[config.mk]
export PLATFORM = sky130hd
export DESIGN_NAME = argo_fifo_reader
export DESIGN_NICKNAME = d
export VERILOG_FILES = /design/src/rtl/argo_fifo_reader.sv
export SDC_FILE = /design/constraint.sdc
export NUM_CORES = 1
export LEC_CHECK = 0
export CAP_MARGIN = 0
export CORE_MARGIN = 4
export CORE_UTILIZATION = 59
export CTS_BUF_LIST = sky130_fd_sc_hd__clkbuf_8
export DETAILED_ROUTE_END_ITERATION = 7
export DONT_BUFFER_PORTS = 1
export PLACE_DENSITY = 0.78
export SLEW_MARGIN = 20
export SYNTH_ARGS = -nofsm -noshare
export SYNTH_HDL_FRONTEND = slang
export SYNTH_SLANG_ARGS = --single-unit
[constraint.sdc]
create_clock -name clk -period 2.2 [get_ports clk]
set_input_delay 0.22 -clock clk [delete_from_list [all_inputs] [get_ports clk]]
set_output_delay 0.22 -clock clk [all_outputs]
set_load 0.02 [all_outputs]
[src/rtl/argo_fifo_reader.sv]
// rtl/argo_fifo_reader.sv - pulls words from an argo_fifo into a 2-entry skid buffer for a ready/valid consumer
module argo_fifo_reader #(
    parameter int DATA_WIDTH = 32,
    parameter int CNT_WIDTH  = 16
) (
    input  logic                  clk,
    input  logic                  rst,
    input  logic                  en,
    input  logic                  fifo_empty,
    output logic                  fifo_rd_en,
    input  logic [DATA_WIDTH-1:0] fifo_rd_data,
    output logic                  out_valid,
    input  logic                  out_ready,
    output logic [DATA_WIDTH-1:0] out_data,
    output logic [CNT_WIDTH-1:0]  word_count
);

    typedef enum logic [1:0] {
        EMPTY = 2'd0,
        ONE   = 2'd1,
        TWO   = 2'd2
    } occ_t;

    occ_t                  occ_q, occ_d;
    logic                  inflight_q, inflight_d;
    logic [DATA_WIDTH-1:0] head_q, head_d;
    logic [DATA_WIDTH-1:0] tail_q, tail_d;
    logic [CNT_WIDTH-1:0]  word_count_q, word_count_d;

    logic       pop;
    logic       push;
    logic [2:0] level;

    always_ff @(posedge clk or posedge rst) begin
        if (rst) begin
            occ_q <= EMPTY;
        end else begin
            occ_q <= occ_d;
        end
    end

    always_comb begin
        occ_d = occ_q;
        case (occ_q)
            EMPTY: if (push) occ_d = ONE;
            ONE: begin
                if (push && !pop)      occ_d = TWO;
                else if (!push && pop) occ_d = EMPTY;
            end
            TWO:     if (pop && !push) occ_d = ONE;
            default: occ_d = EMPTY;
        endcase
    end

    always_comb begin
        out_valid = (occ_q != EMPTY);
        pop       = out_valid && out_ready;
        push      = inflight_q;
        // Count the word already in flight so the buffer can never overflow.
        level      = {1'b0, occ_q} + {2'b00, inflight_q} - {2'b00, pop};
        fifo_rd_en = !rst && en && !fifo_empty && (level < 3'd2);
        out_data   = out_valid ? head_q : '0;
        word_count = word_count_q;
    end

    always_comb begin
        head_d       = head_q;
        tail_d       = tail_q;
        inflight_d   = fifo_rd_en;
        word_count_d = pop ? word_count_q + CNT_WIDTH'(1) : word_count_q;
        case (occ_q)
            EMPTY: if (push) head_d = fifo_rd_data;
            ONE: begin
                if (push && pop) head_d = fifo_rd_data;
                else if (push)   tail_d = fifo_rd_data;
            end
            TWO: begin
                if (pop) begin
                    head_d = tail_q;
                    if (push) tail_d = fifo_rd_data;
                end
            end
            default: ;
        endcase
    end

    always_ff @(posedge clk or posedge rst) begin
        if (rst) begin
            inflight_q   <= 1'b0;
            head_q       <= '0;
            tail_q       <= '0;
            word_count_q <= '0;
        end else begin
            inflight_q   <= inflight_d;
            head_q       <= head_d;
            tail_q       <= tail_d;
            word_count_q <= word_count_d;
        end
    end

endmodule
==> run_results.csv <==
group,metric,value,unit
layout,diodes,0,
floorplan,coreArea,6832,sq um
routing,wl_per_cell,18.22,um
outcome,status,"finished with violations",
hold_path,hold_class,"in2reg",
floorplan,die_height,92.21,um
sta,slew-limit-headroom,67.86,%
cts,cts.sinks,83,
setup_path,cp-end-kind,"primary output",
synthesis,yosysUniqueCellTypes,30,
layout,multiInputGateArea,2012,sq um
setup_path,crit_type,"reg2out",
synthesis,synthesis.nets,332,
setup_path,critical_path_required,1980,ps
grt,grt_max_degree,42,
routing,vias,2270,
setup_path,critPathMaxFanout,2,
power_and_ir_drop,p_leak,2.192,nW
sta,worst_pin_slew,481.4,ps
layout,syn2layout_area_growth,13.64,%
setup_path,arrival,2330,ps
power_and_ir_drop,p_per_area,1196,nW/um^2
routing,dr.pass1.iters,4,
floorplan,fp.dieArea,8503,sq um
setup_path,slowest_stage,"fa_1",
setup_path,reg2reg_from,"occ_q[0]$_DFFE_PP0P_",
routing,drc,0,
sta,setup_viol,1,
cts,clkSlewWorstSetupHoldPaths,80,ps
cts,cts_tree,"built",
setup_path,crit_path_max_incr_delay,520,ps
grt,grt_pass1_vias,2447,
power_and_ir_drop,intPower,3.862,mW
floorplan,dieWidth,92.21,um
floorplan,start_util,61.25,%
sta,finalCriticalPeriod,2550,ps
power_and_ir_drop,vdd_ir_drop_max,748.4,uV
layout,layout-drive-gt1-share,43.83,%
routing,ant_nets,0,
setup_path,critPathLaunch,"occ_q[0]$_DFFE_PP0P_",
grt,grt_pass1_wl,12500,um
placed_design,dp_hpwl,4984,um
power_and_ir_drop,pwr-share-comb,35.1,%
sta,finalCritPeriodShare,115.9,%
layout,ff_latch_area,2079,sq um
synthesis,netlist_area,4184,sq um
sta,fin_ws,-349.9,ps
sta,hold_viol_final,0,
setup_path,critPathBufInv,3,
power_and_ir_drop,switchingPower,1.826,mW
synthesis,synth_warnings,0,
routing,dr.first_iter.drc_count,60,
placed_design,port_buffers,0,
sta,fmax,392.2,MHz
synthesis,synth_area_per_cell,14.33,sq um
power_and_ir_drop,power,5.687,mW
routing,viasPerCell,5.405,
run,max_cap_viol_count,0,
setup_path,path_common_cell,"nand2_2",
grt,antenna_found_initial,0,
floorplan,rows,30,
placed_design,gp_congestion,0.7474,
routing,routed_wirelength,7651,um
sta,holdWs,21.94,ps
layout,final_nets,359,
power_and_ir_drop,seqPwrFrac,46.0,%
synthesis,yosysSeqAreaShare,49.64,%
synthesis,synth-seq-cells,83,
sta,rsz0062_at_grt,"true",
cts,h-tree-depth,3,
sta,finalMaxSlewViolations,0,
cts,cts_root_buf,"clkbuf_8",
floorplan,io_pins,87,
layout,finalCoreUtilization,69.60,%
cts,numCtsBuffers,9,
cts,cts.path.max_buffers,2,
setup_path,critPathLaunchType,"register",
sta,fin_worst_skew,6.035,ps
synthesis,syn_inst,292,
setup_path,cp_cell_sequence,"nor2_4 -> nor2b_4 -> inv_4 -> ha_4 -> inv_2 -> nand2_2 -> fa_1 -> nand2_2 -> nor4_4 -> buf_4",
cts,clkLatencyLatePin,340,ps
hold_path,hp-start,"fifo_rd_data[28]",
power_and_ir_drop,pwr-share-clk,18.9,%
setup_path,critical-path-top-delay-family,"adder cells",
grt,grt.total_usage,18.80,%
power_and_ir_drop,p_sw_share,32.10,%
layout,fillers,503,
outcome,violations,"setup timing",
grt,grt_overflow,0,
placed_design,dp_slack,12.94,ps
through the flow:
step | area, sq um | setup TNS, ps | std cells
finish | 4755 | -349.9 | 420
global route | 4755 | -454.4 | 420
CTS | 4614 | -378.3 | 406
detailed placement | 4393 | 0 | 387
global placement | 4393 | 0 | 387
floorplan | 4230 | -192.6 | 292
what timing repair did:
action                                  CTS  global route
endpoints found under the hold margin    13            14
endpoints found under the setup margin    1             1
pin swaps                                 1             0
gates resized for setup                   0             0
setup buffers                             1             0
hold buffers                              2            14
worst reg2reg max path: stages, from the launching register on:
cell	delay, ps
dfrtp_2	430
nor2_4	140
nor2b_4	60
inv_4	50
ha_4	180
inv_2	50
nand2_2	60
fa_1	520
nand2_2	60
nor4_4	250
buf_4	180
layout by cell type, fill, tap and decap left out, types with 4 or more instances in the layout:
cell,synthesis,final
buf_12,0,5
nor2b_1,33,33
mux2_2,36,36
clkbuf_8,0,10
dlygate4sd3_1,0,16
mux2_4,60,60
nand3_1,6,6
buf_4,3,8
nand2_2,2,4
nand4_1,4,4
inv_1,5,4
xnor2_1,13,13
nand2_1,11,9
dfrtp_1,83,81
flip-flops by register name, indices dropped and copies added, names as in the netlist:
register	flops
occ_q	2
inflight_q	1
head_q	32
word_count	16
tail_q	32
cell families (layout without fill, tap and decap cells):
family          after synthesis  count (layout)  synth area share [%]
buf+inv                      19              51                 3.230
xor+xnor                     16              16                 3.349
mux                          97              97                 31.76
compound gates                4               4                 1.196
fa+ha+maj                     3               3                 1.076
flops                        83              83                 49.64
simple gates                 70              70                 9.749
power groups by stage:
stage,Combinational (mW),Clock (mW),Sequential [mW]
final,2.00,1.08,2.61
after global routing,2.14,1.18,2.70
after CTS,2.00,1.10,2.61
after detailed placement,1.98,0,2.63
after global placement,1.93,0,2.60
after floorplan,1.73,0,2.51
final cells by class:
type                       instances  area share, %
timing repair buffer              29          6.737
tap                               96          2.526
multi-input combinational        190          42.32
clock inverter                     6          1.184
inverter                           6         0.6053
sequential                        83          43.74
clock buffer                      10          2.895
cell usage after synthesis:
cell,count,share of area (%)
nor2_1,3,0.27
o2bb2ai_4,1,0.66
nand2_1,11,0.99
buf_4,3,0.54
nor2b_4,1,0.33
o22ai_1,1,0.15
xor2_1,3,0.63
mux2i_4,1,0.54
inv_1,5,0.45
nor3_1,2,0.24
ha_1,2,0.60
mux2_2,36,9.7
a21boi_0,1,0.18
fa_1,1,0.48
nor2_2,2,0.30
nand3_1,6,0.72
clkbuf_1,3,0.27
xnor2_1,13,2.7
nand2b_1,3,0.45
and4_1,1,0.21
o32ai_1,1,0.21
nor2_4,1,0.27
inv_2,1,0.090
nor4_1,1,0.15
nor2b_1,33,4.9
nand4_1,4,0.60
mux2_4,60,22
dfrtp_1,83,50
nand2_2,2,0.30
buf_6,7,1.9
path summary, 6_finish.rpt:
path,to,cells past startpoint,slack (ps)
setup / recovery,fifo_rd_en,10,-350
hold / removal,tail_q[28]$_DFFE_PP0P_,1,20
setup reg to reg,inflight_q$_DFF_PP0_,10,150
hold reg to reg,head_q[0]$_DFFE_PP0P_,1,510
max in group asynchronous,occ_q[0]$_DFFE_PP0P_,3,1200
min in group asynchronous,inflight_q$_DFF_PP0_,2,320
per-layer routing:
metal	GRT usage, %	vias to the layer above	part of all wire, %
met1	24.15	1147	44
met5	0	-	0
met2	29.44	59	49
li1	-	1055	-
met4	7.426	0	1.5
met3	6.235	9	6.1
No activity file was read; power rests on OpenSTA's default activity.
